$ cat config.mk
export PLATFORM = sky130hd
export DESIGN_NAME = axi4_lite_master_flat
export DESIGN_NICKNAME = d
export VERILOG_FILES = /design/src/rtl/axi4_lite_if.sv /design/src/rtl/axi4_lite_master.sv /design/src/flat_wrapper.sv
export SDC_FILE = /design/constraint.sdc
export NUM_CORES = 1
export LEC_CHECK = 0
export ABC_AREA = 0
export CAP_MARGIN = 0
export CELL_PAD_IN_SITES_DETAIL_PLACEMENT = 0
export CELL_PAD_IN_SITES_GLOBAL_PLACEMENT = 1
export CORE_MARGIN = 2
export CORE_UTILIZATION = 32
export DETAILED_ROUTE_END_ITERATION = 16
export PLACE_DENSITY = 0.94
export SYNTH_ARGS = -nofsm -noshare
export SYNTH_HDL_FRONTEND = slang
export SYNTH_SLANG_ARGS = --single-unit
export TNS_END_PERCENT = 1
$ cat constraint.sdc
create_clock -name ACLK -period 6.2 [get_ports ACLK]
set_clock_uncertainty 0.15 [all_clocks]
set_input_delay 0.93 -clock ACLK [delete_from_list [all_inputs] [get_ports ACLK]]
set_output_delay 0.93 -clock ACLK [all_outputs]
set_load 0.02 [all_outputs]
$ cat src/rtl/axi4_lite_if.sv
`timescale 1ns/1ps
// AXI4-Lite channel bundle shared by an initiator and a target.
interface axi4_lite_if #(
  parameter int unsigned ADDR_W = 32,
  parameter int unsigned DATA_W = 32
);
  logic [ADDR_W-1:0]   AWADDR;
  logic                AWVALID;
  logic                AWREADY;
  logic [DATA_W-1:0]   WDATA;
  logic [DATA_W/8-1:0] WSTRB;
  logic                WVALID;
  logic                WREADY;
  logic [1:0]          BRESP;
  logic                BVALID;
  logic                BREADY;
  logic [ADDR_W-1:0]   ARADDR;
  logic                ARVALID;
  logic                ARREADY;
  logic [DATA_W-1:0]   RDATA;
  logic [1:0]          RRESP;
  logic                RVALID;
  logic                RREADY;

  modport master (
    output AWADDR, AWVALID, WDATA, WSTRB, WVALID, BREADY, ARADDR, ARVALID, RREADY,
    input  AWREADY, WREADY, BRESP, BVALID, ARREADY, RDATA, RRESP, RVALID
  );

  modport slave (
    input  AWADDR, AWVALID, WDATA, WSTRB, WVALID, BREADY, ARADDR, ARVALID, RREADY,
    output AWREADY, WREADY, BRESP, BVALID, ARREADY, RDATA, RRESP, RVALID
  );
endinterface

$ cat src/rtl/axi4_lite_master.sv
`timescale 1ns/1ps
// AXI4-Lite initiator: one command in flight, registered outputs, and a
// watchdog that flags (but never abandons) a transaction stuck on the slave.
module axi4_lite_master #(
  parameter int unsigned ADDR_W  = 32,
  parameter int unsigned DATA_W  = 32,
  parameter int unsigned TIMEOUT = 1024
) (
  input  logic                ACLK,
  input  logic                ARESET,
  input  logic                cmd_valid,
  output logic                cmd_ready,
  input  logic                cmd_write,
  input  logic [ADDR_W-1:0]   cmd_addr,
  input  logic [DATA_W-1:0]   cmd_wdata,
  input  logic [DATA_W/8-1:0] cmd_wstrb,
  output logic                rsp_valid,
  input  logic                rsp_ready,
  output logic                rsp_write,
  output logic [DATA_W-1:0]   rsp_rdata,
  output logic [1:0]          rsp_resp,
  output logic                rsp_timeout,
  axi4_lite_if.master         axi
);

  localparam int unsigned STRB_W = DATA_W / 8;
  localparam int unsigned WDOG_W = (TIMEOUT > 0) ? $clog2(TIMEOUT + 1) : 1;
  localparam logic [WDOG_W-1:0] WDOG_MAX = WDOG_W'(TIMEOUT);

  typedef enum logic [2:0] {IDLE, WR, WR_B, RD_A, RD_D, RSP} state_t;

  state_t              state_q, state_n;
  logic                cmd_ready_q, cmd_ready_n;
  logic                awvalid_q, awvalid_n;
  logic                wvalid_q, wvalid_n;
  logic                bready_q, bready_n;
  logic                arvalid_q, arvalid_n;
  logic                rready_q, rready_n;
  logic                rsp_valid_q, rsp_valid_n;
  logic                write_q, write_n;
  logic [ADDR_W-1:0]   addr_q, addr_n;
  logic [DATA_W-1:0]   wdata_q, wdata_n;
  logic [STRB_W-1:0]   wstrb_q, wstrb_n;
  logic [DATA_W-1:0]   rdata_q, rdata_n;
  logic [1:0]          resp_q, resp_n;
  logic                timeout_q, timeout_n;
  logic [WDOG_W-1:0]   wdog_q, wdog_n;
  logic                busy_c;

  // State and all output registers; reset drops every VALID/READY at once.
  always_ff @(posedge ACLK or posedge ARESET) begin
    if (ARESET) begin
      state_q     <= IDLE;
      cmd_ready_q <= 1'b0;
      awvalid_q   <= 1'b0;
      wvalid_q    <= 1'b0;
      bready_q    <= 1'b0;
      arvalid_q   <= 1'b0;
      rready_q    <= 1'b0;
      rsp_valid_q <= 1'b0;
      write_q     <= 1'b0;
      addr_q      <= '0;
      wdata_q     <= '0;
      wstrb_q     <= '0;
      rdata_q     <= '0;
      resp_q      <= 2'b00;
      timeout_q   <= 1'b0;
      wdog_q      <= '0;
    end else begin
      state_q     <= state_n;
      cmd_ready_q <= cmd_ready_n;
      awvalid_q   <= awvalid_n;
      wvalid_q    <= wvalid_n;
      bready_q    <= bready_n;
      arvalid_q   <= arvalid_n;
      rready_q    <= rready_n;
      rsp_valid_q <= rsp_valid_n;
      write_q     <= write_n;
      addr_q      <= addr_n;
      wdata_q     <= wdata_n;
      wstrb_q     <= wstrb_n;
      rdata_q     <= rdata_n;
      resp_q      <= resp_n;
      timeout_q   <= timeout_n;
      wdog_q      <= wdog_n;
    end
  end

  assign busy_c = (state_q == WR) || (state_q == WR_B) ||
                  (state_q == RD_A) || (state_q == RD_D);

  // Next-state and next-output logic.
  always_comb begin
    state_n     = state_q;
    cmd_ready_n = 1'b0;
    awvalid_n   = awvalid_q;
    wvalid_n    = wvalid_q;
    bready_n    = bready_q;
    arvalid_n   = arvalid_q;
    rready_n    = rready_q;
    rsp_valid_n = rsp_valid_q;
    write_n     = write_q;
    addr_n      = addr_q;
    wdata_n     = wdata_q;
    wstrb_n     = wstrb_q;
    rdata_n     = rdata_q;
    resp_n      = resp_q;
    timeout_n   = timeout_q;
    wdog_n      = wdog_q;

    case (state_q)
      IDLE: begin
        cmd_ready_n = 1'b1;
        if (cmd_valid && cmd_ready_q) begin
          cmd_ready_n = 1'b0;
          write_n     = cmd_write;
          addr_n      = cmd_addr;
          wdata_n     = cmd_wdata;
          wstrb_n     = cmd_wstrb;
          rdata_n     = '0;
          resp_n      = 2'b00;
          timeout_n   = 1'b0;
          wdog_n      = '0;
          if (cmd_write) begin
            state_n   = WR;
            awvalid_n = 1'b1;
            wvalid_n  = 1'b1;
          end else begin
            state_n   = RD_A;
            arvalid_n = 1'b1;
          end
        end
      end
      // AW and W retire independently, in either order.
      WR: begin
        if (awvalid_q && axi.AWREADY) awvalid_n = 1'b0;
        if (wvalid_q && axi.WREADY)   wvalid_n  = 1'b0;
        if ((!awvalid_q || axi.AWREADY) && (!wvalid_q || axi.WREADY)) begin
          state_n  = WR_B;
          bready_n = 1'b1;
        end
      end
      WR_B: begin
        if (axi.BVALID) begin
          resp_n      = axi.BRESP;
          bready_n    = 1'b0;
          rsp_valid_n = 1'b1;
          state_n     = RSP;
        end
      end
      RD_A: begin
        if (axi.ARREADY) begin
          arvalid_n = 1'b0;
          rready_n  = 1'b1;
          state_n   = RD_D;
        end
      end
      RD_D: begin
        if (axi.RVALID) begin
          rdata_n     = axi.RDATA;
          resp_n      = axi.RRESP;
          rready_n    = 1'b0;
          rsp_valid_n = 1'b1;
          state_n     = RSP;
        end
      end
      RSP: begin
        if (rsp_ready) begin
          rsp_valid_n = 1'b0;
          cmd_ready_n = 1'b1;
          state_n     = IDLE;
        end
      end
      default: state_n = IDLE;
    endcase

    // Watchdog: saturating count of cycles spent waiting on the slave.
    if ((TIMEOUT != 0) && busy_c && (wdog_q != WDOG_MAX)) begin
      wdog_n = wdog_q + WDOG_W'(1);
      if (wdog_n == WDOG_MAX) timeout_n = 1'b1;
    end
  end

  assign cmd_ready   = cmd_ready_q;
  assign rsp_valid   = rsp_valid_q;
  assign rsp_write   = write_q;
  assign rsp_rdata   = rdata_q;
  assign rsp_resp    = resp_q;
  assign rsp_timeout = timeout_q;

  assign axi.AWADDR  = addr_q;
  assign axi.AWVALID = awvalid_q;
  assign axi.WDATA   = wdata_q;
  assign axi.WSTRB   = wstrb_q;
  assign axi.WVALID  = wvalid_q;
  assign axi.BREADY  = bready_q;
  assign axi.ARADDR  = addr_q;
  assign axi.ARVALID = arvalid_q;
  assign axi.RREADY  = rready_q;

endmodule

$ cat src/flat_wrapper.sv
// flat-port wrapper written by rule: the top's interface ports become plain ports
module axi4_lite_master_flat 
#(
  parameter int unsigned ADDR_W  = 32,
  parameter int unsigned DATA_W  = 32,
  parameter int unsigned TIMEOUT = 1024
)
  (ACLK, ARESET, cmd_valid, cmd_ready, cmd_write, cmd_addr, cmd_wdata, cmd_wstrb, rsp_valid, rsp_ready, rsp_write, rsp_rdata, rsp_resp, rsp_timeout, axi_AWADDR, axi_AWVALID, axi_WDATA, axi_WSTRB, axi_WVALID, axi_BREADY, axi_ARADDR, axi_ARVALID, axi_RREADY, axi_AWREADY, axi_WREADY, axi_BRESP, axi_BVALID, axi_ARREADY, axi_RDATA, axi_RRESP, axi_RVALID);
  axi4_lite_if #(.ADDR_W(ADDR_W), .DATA_W(DATA_W)) axi_i ();
  input  logic ACLK;
  input  logic ARESET;
  input  logic cmd_valid;
  output logic cmd_ready;
  input  logic cmd_write;
  input  logic [ADDR_W-1:0] cmd_addr;
  input  logic [DATA_W-1:0] cmd_wdata;
  input  logic [DATA_W/8-1:0] cmd_wstrb;
  output logic rsp_valid;
  input  logic rsp_ready;
  output logic rsp_write;
  output logic [DATA_W-1:0] rsp_rdata;
  output logic [1:0] rsp_resp;
  output logic rsp_timeout;
  output wire logic [$bits(axi_i.AWADDR)-1:0] axi_AWADDR;
  output wire logic [$bits(axi_i.AWVALID)-1:0] axi_AWVALID;
  output wire logic [$bits(axi_i.WDATA)-1:0] axi_WDATA;
  output wire logic [$bits(axi_i.WSTRB)-1:0] axi_WSTRB;
  output wire logic [$bits(axi_i.WVALID)-1:0] axi_WVALID;
  output wire logic [$bits(axi_i.BREADY)-1:0] axi_BREADY;
  output wire logic [$bits(axi_i.ARADDR)-1:0] axi_ARADDR;
  output wire logic [$bits(axi_i.ARVALID)-1:0] axi_ARVALID;
  output wire logic [$bits(axi_i.RREADY)-1:0] axi_RREADY;
  input wire logic [$bits(axi_i.AWREADY)-1:0] axi_AWREADY;
  input wire logic [$bits(axi_i.WREADY)-1:0] axi_WREADY;
  input wire logic [$bits(axi_i.BRESP)-1:0] axi_BRESP;
  input wire logic [$bits(axi_i.BVALID)-1:0] axi_BVALID;
  input wire logic [$bits(axi_i.ARREADY)-1:0] axi_ARREADY;
  input wire logic [$bits(axi_i.RDATA)-1:0] axi_RDATA;
  input wire logic [$bits(axi_i.RRESP)-1:0] axi_RRESP;
  input wire logic [$bits(axi_i.RVALID)-1:0] axi_RVALID;
  assign axi_AWADDR = axi_i.AWADDR;
  assign axi_AWVALID = axi_i.AWVALID;
  assign axi_WDATA = axi_i.WDATA;
  assign axi_WSTRB = axi_i.WSTRB;
  assign axi_WVALID = axi_i.WVALID;
  assign axi_BREADY = axi_i.BREADY;
  assign axi_ARADDR = axi_i.ARADDR;
  assign axi_ARVALID = axi_i.ARVALID;
  assign axi_RREADY = axi_i.RREADY;
  assign axi_i.AWREADY = axi_AWREADY;
  assign axi_i.WREADY = axi_WREADY;
  assign axi_i.BRESP = axi_BRESP;
  assign axi_i.BVALID = axi_BVALID;
  assign axi_i.ARREADY = axi_ARREADY;
  assign axi_i.RDATA = axi_RDATA;
  assign axi_i.RRESP = axi_RRESP;
  assign axi_i.RVALID = axi_RVALID;
  axi4_lite_master #(.ADDR_W(ADDR_W), .DATA_W(DATA_W), .TIMEOUT(TIMEOUT)) u_core (.ACLK(ACLK), .ARESET(ARESET), .cmd_valid(cmd_valid), .cmd_ready(cmd_ready), .cmd_write(cmd_write), .cmd_addr(cmd_addr), .cmd_wdata(cmd_wdata), .cmd_wstrb(cmd_wstrb), .rsp_valid(rsp_valid), .rsp_ready(rsp_ready), .rsp_write(rsp_write), .rsp_rdata(rsp_rdata), .rsp_resp(rsp_resp), .rsp_timeout(rsp_timeout), .axi(axi_i));
endmodule
==> impl_metrics.yaml, run 1 <==
run_status:
  outcome: "completed"
power:
  seqPwrFrac_pct: 31.2
  p_leak_nw: 3.87
  cellInternalPower_w: 0.00273
  comb_power_share_pct: 47.8
  pwr_density_cell_mw_per_mm2: 528
  switching_power_w: 0.00181
  vdd.ir_drop.worst_mv: 0.258
  fin_total_pwr_w: 0.00454
  power_switching_share_pct: 39.9
  share_clk_of_total_power_pct: 21.0
clocking:
  clock_tree.buffer_depth: 2
  clk_root_buffer_cell: "clkbuf_16"
  postCtsResizedCells: 0
  clock_pin_slew_worst_setup_and_hold_paths_ns: 0.06
  cts_tree: "yes"
  clock_sinks: 125
  clock_tree.htree_level_count: 4
  insertion_delay_ns: 0.41
  cts.repair_timing.setup_buffer_count: 0
  cts.hold.buffers_added: 0
  cts_made_buffers: 17
worst_setup_path:
  critPathMaxStageDelay_ns: 0.68
  most_frequent_cell_on_the_critical_path: "buf_4"
  critPathSlowestCell: "dfrtp_1"
  timing.critical_path.max_delay_family: "buffers and inverters"
  timing.setup.critical_path_class: "reg2reg"
  critical_path_arrival_ns: 2.64
  cp_max_fo: 64
  path_cells: "nor2_1 > and2_1 > buf_4 > a21oi_4 > buf_4 > o21ai_0"
  regToRegSetupSlack_ns: 3.67
  crit_path_start_kind: "flop"
  critical_path.endpoint_type: "flop"
  critical_path.n_buffers_inverters: 2
  cp.required_ns: 6.32
timing:
  final.hold.worst_slack_ns: 0.321
  final_hold_viol_count: 0
  layout_min_cycle_time_ns: 2.53
  timing.final.setup_violations: 0
  finalWorstSetupSlack_ns: 3.67
  slew_viol_final: 0
  max_slew_margin_pct: 41.1
  rsz0062_at_grt: "no"
  worst_slew_pin_slew_ns: 0.883
  tns_ns: 0
  max_clock_freq_mhz: 396
  finalCritPeriodShare_pct: 40.8
worst_hold_path:
  min-delay-path-class: "reg2reg"
layout:
  stdcell_area_mm2: 0.00859
  nNetsFinal: 961
  layout-drive-gt1-share_pct: 5.36
  area_delta_synth_final_pct: 56.5
floorplanning:
  floorplan.die_area_mm2: 0.0182
  die_height_um: 135
  floorplan.initialDensity_pct: 32.9
  design.portCount: 257
  floorplan.die.width_um: 135
  floorplan.rows: 47
  coreArea_mm2: 0.0167
global_route:
  globalRoute.totalOverflow: 0
  number_of_antenna_violations_at_the_first_check_in_global_routing: 1
  grt_start_max_net_pins: 72
  grt_util_all_layers_pct: 17.3
  grt_first_pass_wirelength_um: 24700
  number_of_global_route_vias_before_repair: 4893
route:
  detail_route.first_pass.iterations: 5
  average_wire_per_standard_cell_um: 14.3
  ant_nets: 0
  drt-total-wl_um: 15400
  drt_drc_violations_left: 0
  drt_iter0_drc: 195
  avgViaCountPerCell: 4.55
  routed-via-count: 4905
yosys:
  synthArstFlopShare_pct: 100
  main_area_contributors_after_synthesis: "dfrtp_1, nand2_1, o21ai_0, buf_4, clkbuf_1"
  mean_syn_cell_area_um2: 8.77
  synth_seq_cells: 125
  synth.distinct_cells: 45
  synth_top_flop_cell: "dfrtp_1"
  synthesis.nets: 742
  ys_warn_count: 0
  synthDominantCellAreaShare_pct: 57.0
  syn_area_mm2: 0.00549
  share_of_synthesized_area_occupied_by_flip_flops_and_latches_pct: 57.0
  synth.largest_area_cell: "dfrtp_1"
  synthesis.instances: 626
  synth_enable_flop_cells: 0
placed_design:
  gp_routability_congestion: 0.783
  dpl.hpwl_um: 10900
  port-buffer-count: 256
  dp_worst_setup_slack_ns: 3.15
  placed_area_mm2: 0.00802
run:
  drv_cap: 0
-- layout make-up --
cell class              instances  area (µm²)
flip-flops and latches        125        3130
well taps                     220         275
fillers                      1582        8110
inverters                       6        25.0
clock inverters                12         113
clock buffers                  20         457
diodes                          1        2.50
repair buffers                262        2610
multi-input cells             433        1980
-- layer usage --
metal | wire, µm | track usage (%) | vias up
met3 | 1580 | 7.55 | 18
li1 | - | - | 2423
met1 | 6540 | 20.8 | 2241
met4 | 274 | 6.54 | 0
met2 | 7040 | 27.7 | 223
met5 | 0 | 0 | -
-- placed cells by master (no fill, tap or decap), types with 3 or more instances in the layout --
master	n
o21ai_0	49
nand2b_1	4
nor3_1	7
inv_1	4
a21o_1	5
nand2_1	295
buf_4	6
nand3_1	4
a31oi_1	8
clkbuf_16	17
inv_6	3
a21oi_1	10
clkdlybuf4s50_1	256
clkinvlp_4	5
nor2_1	12
mux2i_1	3
and3_1	3
dfrtp_1	125
-- final timing paths --
| check | from | end | depth (start not counted) |
|---|---|---|---|
| worst max register to register | u_core.state_q[0]$_DFFE_PP0P_ | u_core.rsp_rdata[20]$_DFFE_PP0P_ | 6 |
| max in group asynchronous | ARESET | u_core.axi.ARADDR[13]$_DFFE_PP0P_ | 3 |
| worst min register to register | u_core.axi.WDATA[15]$_DFFE_PP0P_ | u_core.axi.WDATA[15]$_DFFE_PP0P_ | 2 |
| worst min-delay path | u_core.axi.WDATA[15]$_DFFE_PP0P_ | u_core.axi.WDATA[15]$_DFFE_PP0P_ | 2 |
| min in group asynchronous | ARESET | u_core.rsp_rdata[10]$_DFFE_PP0P_ | 2 |
| worst max-delay path | u_core.state_q[0]$_DFFE_PP0P_ | u_core.rsp_rdata[20]$_DFFE_PP0P_ | 6 |
-- tightest hold or removal path: stages, from the launching register on --
cell and delay, ns:
dfrtp_1 0.34, nand2_1 0.05, nand2_1 0.06
-- cell families (layout without fill, tap and decap cells) --
kind of cell,after synthesis,in the layout,share of synthesized area (%)
compound gates,87,87,9.35
xor+xnor,3,3,0.479
fa+ha+maj,2,2,0.456
buf+inv,68,300,7.07
flops,125,125,57.0
mux,3,3,0.547
other cells,0,1,0
simple gates,338,338,25.1
-- synthesized netlist by cell type, types with 2 or more instances --
library cell    n
inv_1           5
a22oi_1         2
nand2_1       296
nor2_1         12
nor2b_1         2
and4_1          2
a21oi_1        10
and2_1          2
mux2i_1         3
nor3_1          7
a31oi_1         8
clkbuf_1       24
nand2b_1        4
o31ai_1         2
xor2_1          2
o21ai_0        49
buf_4          32
nand3_1         4
dfrtp_1       125
a21o_1          5
ha_1            2
buf_2           3
and3_1          3
-- metrics by stage --
step,std cells,utilization (%)
2_1_floorplan,626,-
6_report,1079,51.4
4_1_cts,1078,51.4
3_5_place_dp,1046,48.0
5_1_grt,1079,51.4
3_3_place_gp,1046,48.0
-- flip-flops by register name, summed over array words and instances (netlist names) --
signal / flops
u_core.axi.ARADDR: 32
u_core.axi.WDATA: 32
u_core.rsp_rdata: 32
u_core.wdog_q: 11
u_core.axi.WSTRB: 4
u_core.state_q: 3
u_core.rsp_resp: 2
u_core.axi.ARVALID: 1
u_core.axi.AWVALID: 1
u_core.axi.BREADY: 1
u_core.axi.RREADY: 1
u_core.axi.WVALID: 1
u_core.cmd_ready: 1
u_core.rsp_timeout: 1
u_core.rsp_valid: 1
u_core.rsp_write: 1
-- power groups by stage --
stage	sequential (W)	combinational, W	clock (W)
detailed placement	0.00142	0.00219	0
global route	0.00146	0.00236	0.00102
global placement	0.00142	0.00217	0
CTS	0.00142	0.00220	0.000982
finish	0.00141	0.00217	0.000953
floorplan	0.00176	0.000886	0
Power figures use the tool's default switching activity.
==> run 2: changes to the inputs <==
CORE_UTILIZATION = 27   (was 32)
PLACE_DENSITY = 0.86   (was 0.94)
clock period = 2.2 ns   (was 6.2 ns; I/O delays follow)
==> impl_metrics.yaml, run 2 (synthesis gave the netlist of run 1 again) <==
route:
  drt_iter0_drc: 182
  ant_nets: 0
  drt-total-wl_um: 16000
  detail_route.first_pass.iterations: 4
  avgViaCountPerCell: 4.40
  drt_drc_violations_left: 0
  routed-via-count: 5037
  average_wire_per_standard_cell_um: 14.0
layout:
  final_cell_count_no_fill: 1146
  stdcell_area_mm2: 0.00893
  mostFrequentLayoutCell: "nand2_1"
  layout-drive-gt1-share_pct: 7.19
  fillCellCount: 1974
  leading_cell_types_in_the_layout_fill_and_taps_excluded: "nand2_1, clkdlybuf4s50_1, dfrtp_1"
  nNetsFinal: 979
  num_antenna_cells: 0
  area_delta_synth_final_pct: 62.8
timing:
  worst_slew_pin_slew_ns: 0.792
  finalWorstSetupSlack_ns: 0.0855
  max_slew_margin_pct: 47.0
  max_clock_freq_mhz: 473
  final_hold_viol_count: 0
  layout_min_cycle_time_ns: 2.11
  rsz0062_at_grt: "no"
  slew_viol_final: 0
  timing.final.setup_violations: 0
  tns_ns: 0
  finalCritPeriodShare_pct: 96.1
placed_design:
  dp_worst_setup_slack_ns: 0.0679
  placed_area_mm2: 0.00831
  place.detailed.instances: 1112
  dpl.hpwl_um: 11500
  gp_routability_congestion: 0.788
  port-buffer-count: 256
worst_setup_path:
  critical_path_arrival_ns: 2.26
  cp.required_ns: 2.34
  timing.setup.critical_path_class: "reg2reg"
  cp_max_fo: 6
  regToRegSetupSlack_ns: 0.09
  critical_path.endpoint_type: "flop"
  crit_path_start_kind: "flop"
power:
  vdd.ir_drop.worst_mv: 0.592
  fin_total_pwr_w: 0.0133
  p_leak_nw: 4.02
  pwr_density_cell_mw_per_mm2: 1490
clocking:
  clock_tree.buffer_depth: 2
  clock_tree.htree_level_count: 4
  cts_tree: "yes"
  cts.hold.buffers_added: 0
  clock_pin_slew_worst_setup_and_hold_paths_ns: 0.06
  clk_root_buffer_cell: "clkbuf_16"
  cts_made_buffers: 17
  clock_sinks: 125
  insertion_delay_ns: 0.41
floorplanning:
  floorplan.die.width_um: 147
  floorplan.rows: 52
  floorplan.initialDensity_pct: 27.3
  design.portCount: 257
  die_height_um: 147
  coreArea_mm2: 0.0201
  floorplan.die_area_mm2: 0.0215
global_route:
  grt_start_max_net_pins: 74
  globalRoute.totalOverflow: 0
  grt_util_all_layers_pct: 15.1
  grt_first_pass_wirelength_um: 25800
  number_of_global_route_vias_before_repair: 4891
  number_of_antenna_violations_at_the_first_check_in_global_routing: 0
worst_hold_path:
  min-delay-path-class: "in2async"
run:
  drv_cap: 0
run_status:
  outcome: "completed"
[run 2: changes by cell type in the layout (fill, tap and decap cells not counted), moves of 2 or more]
cell,change
buf_4,+8
bufinv_16,+2
buf_12,+9
clkinv_2,+2
inv_6,-3
[run 2: stage by stage]
step	utilization, %	hold slack [ns]
final	44.4	0.215
after global routing	44.4	0.262
after CTS	44.3	0.225
after detailed placement	41.4	0.311
after global placement	41.4	0.307
after floorplan	-	0.285
[run 2: report_power, final]
group          internal [W]  switching, W  leakage (nW)  total, W
Sequential          0.00326      0.000658          1.61   0.00392
Combinational       0.00304       0.00345          2.11   0.00649
Clock               0.00184       0.00104         0.289   0.00288
Total               0.00814       0.00515          4.02    0.0133
[run 2: area by class of cell]
cell class / instances / area [µm²] / share of cell area [%]
sequential: 125 / 3130 / 35.0
multi-input combinational: 434 / 1990 / 22.3
tap: 270 / 338 / 3.78
clock buffer: 21 / 460 / 5.15
inverter: 6 / 26.3 / 0.294
timing repair buffer: 279 / 2850 / 31.9
clock inverter: 11 / 141 / 1.58
[run 2: worst paths after layout]
check,start,end,depth (start not counted)
worst max-delay path,u_core.wdog_q[7]$_DFFE_PP0P_,u_core.rsp_timeout$_DFF_PP0_,5
worst min-delay path,ARESET,u_core.rsp_rdata[17]$_DFFE_PP0P_,3
worst max register to register,u_core.wdog_q[7]$_DFFE_PP0P_,u_core.rsp_timeout$_DFF_PP0_,5
worst min register to register,u_core.axi.WDATA[16]$_DFFE_PP0P_,u_core.axi.WDATA[16]$_DFFE_PP0P_,2
max in group asynchronous,ARESET,u_core.axi.ARADDR[18]$_DFFE_PP0P_,3
min in group ACLK,cmd_addr[17],u_core.axi.ARADDR[17]$_DFFE_PP0P_,3
[run 2: metal layers]
layer	up-vias	GRT usage (%)	wire, µm
met2	234	23.7	7220
met5	-	0	0
met4	0	5.53	299
li1	2458	-	-
met1	2326	18.3	6870
met3	19	6.97	1620
[run 2: what timing repair did]
action / 4_1_cts / 5_1_grt
buffers inserted: 0 / 1
setup endpoints to repair: 0 / 5
resized for setup: 0 / 0
hold endpoints to repair: 0 / 0
[run 2: critical path: stages, from the launching register on]
cell and delay (ns):
dfrtp_1 0.42, or3_4 0.42, or4b_4 0.53, nand2_1 0.16, nor2_1 0.08, a32o_1 0.25
==> run 3: changes to the inputs <==
RECOVER_POWER = 100   (was not set)
SLEW_MARGIN = 15   (was not set)
==> impl_metrics.yaml, run 3 (synthesis gave the netlist of run 1 again) <==
global_route:
  grt_first_pass_wirelength_um: 25800
  number_of_antenna_violations_at_the_first_check_in_global_routing: 0
  number_of_global_route_vias_before_repair: 4891
  grt_start_max_net_pins: 74
  grt_util_all_layers_pct: 15.1
  globalRoute.totalOverflow: 0
power:
  fin_total_pwr_w: 0.0127
  p_leak_nw: 4.24
  vdd.ir_drop.worst_mv: 0.562
  pwr_density_cell_mw_per_mm2: 1440
route:
  detail_route.first_pass.iterations: 4
  ant_nets: 0
  drt-total-wl_um: 16000
  drt_drc_violations_left: 0
  drt_iter0_drc: 200
  average_wire_per_standard_cell_um: 13.9
  avgViaCountPerCell: 4.40
  routed-via-count: 5042
run:
  drv_cap: 0
layout:
  leading_cell_types_in_the_layout_fill_and_taps_excluded: "nand2_1, dlygate4sd3_1, dfrtp_1"
  area_delta_synth_final_pct: 61.2
  mostFrequentLayoutCell: "nand2_1"
  num_antenna_cells: 0
  stdcell_area_mm2: 0.00885
  layout-drive-gt1-share_pct: 6.62
  fillCellCount: 1992
  nNetsFinal: 979
placed_design:
  port-buffer-count: 256
  dpl.hpwl_um: 11500
  dp_worst_setup_slack_ns: 0.0679
  gp_routability_congestion: 0.788
  placed_area_mm2: 0.00831
worst_hold_path:
  timing.hold.worst.start: "cmd_addr[17]"
  min-delay-path-class: "in2reg"
worst_setup_path:
  critPathSlowestCell: "or4b_4"
  timing.critical_path.max_delay_family: "simple AND/OR/NAND/NOR gates"
  timing.setup.critical_path_class: "reg2reg"
  worst_r2r_startpoint: "u_core.wdog_q[7]$_DFFE_PP0P_"
  path_cells: "or3_4 > or4b_4 > a21oi_2 > a21o_1 > a22o_1"
  critical_path.endpoint_type: "flop"
  cp.required_ns: 2.39
  critical_path.n_buffers_inverters: 0
  crit_path_start_kind: "flop"
  cp_max_fo: 6
  worstSetupStartpoint: "u_core.wdog_q[7]$_DFFE_PP0P_"
  critPathMaxStageDelay_ns: 0.53
  critical_path_arrival_ns: 2.30
clocking:
  clock_sinks: 125
  cts.hold.buffers_added: 0
  insertion_delay_ns: 0.41
  cts_made_buffers: 17
  clk_root_buffer_cell: "clkbuf_16"
  cts.repair_timing.setup_buffer_count: 0
  clock_tree.buffer_depth: 2
  clock_pin_slew_worst_setup_and_hold_paths_ns: 0.06
  cts_tree: "yes"
  postCtsResizedCells: 0
  clock_tree.htree_level_count: 4
timing:
  tns_ns: 0
  finalWorstSetupSlack_ns: 0.0865
  layout_min_cycle_time_ns: 2.11
  slew_viol_final: 0
  rsz0062_at_grt: "no"
  final_hold_viol_count: 0
  max_clock_freq_mhz: 473
  final.hold.worst_slack_ns: 0.301
  finalCritPeriodShare_pct: 96.1
  timing.final.setup_violations: 0
  max_slew_margin_pct: 9.32
  worst_slew_pin_slew_ns: 1.36
floorplanning:
  design.portCount: 257
  die_height_um: 147
  floorplan.rows: 52
  coreArea_mm2: 0.0201
  floorplan.initialDensity_pct: 27.3
  floorplan.die.width_um: 147
  floorplan.die_area_mm2: 0.0215
run_status:
  outcome: "completed"
run 3: final cells by class:
cell class / instances / area, µm² / area share, %
clock buffer: 21 / 460 / 5.20
inverter: 6 / 23.8 / 0.269
sequential: 125 / 3130 / 35.4
tap: 270 / 338 / 3.82
multi-input combinational: 434 / 1990 / 22.5
clock inverter: 11 / 141 / 1.60
timing repair buffer: 279 / 2770 / 31.3
run 3: power by group:
part / internal, W / leakage (nW) / switching (W)
clock: 0.00184 / 0.289 / 0.00104
sequential: 0.00326 / 1.61 / 0.000603
combinational: 0.00255 / 2.34 / 0.00345
run 3: tightest hold or removal path, cell delays in order:
cell             delay, ns
clkdlybuf4s50_1       0.40
nand2_1               0.05
nand2_1               0.04
run 3: metrics by stage:
stage          cells  utilization [%]
3_3_place_gp    1112             41.4
3_5_place_dp    1112             41.4
4_1_cts         1144             44.3
6_report        1146             44.0
5_1_grt         1146             44.0
2_1_floorplan    626                -
run 3: routing by layer:
metal	track usage, %	up-vias	wire length, µm
met5	0	-	0
met4	5.53	0	299
met1	18.3	2319	6870
li1	-	2466	-
met2	23.7	239	7170
met3	6.97	18	1640
run 3: worst paths after layout:
path                                                     end  slack, ns  cells past startpoint
setup / recovery                u_core.wdog_q[4]$_DFFE_PP0P_       0.09                      5
min in group asynchronous   u_core.axi.WDATA[19]$_DFFE_PP0P_       0.46                      3
max in group asynchronous      u_core.axi.BREADY$_DFFE_PP0P_       0.49                      3
hold / removal             u_core.axi.ARADDR[17]$_DFFE_PP0P_       0.30                      3
setup reg to reg                u_core.wdog_q[4]$_DFFE_PP0P_       0.09                      5
hold reg to reg             u_core.axi.WDATA[16]$_DFFE_PP0P_       0.31                      2
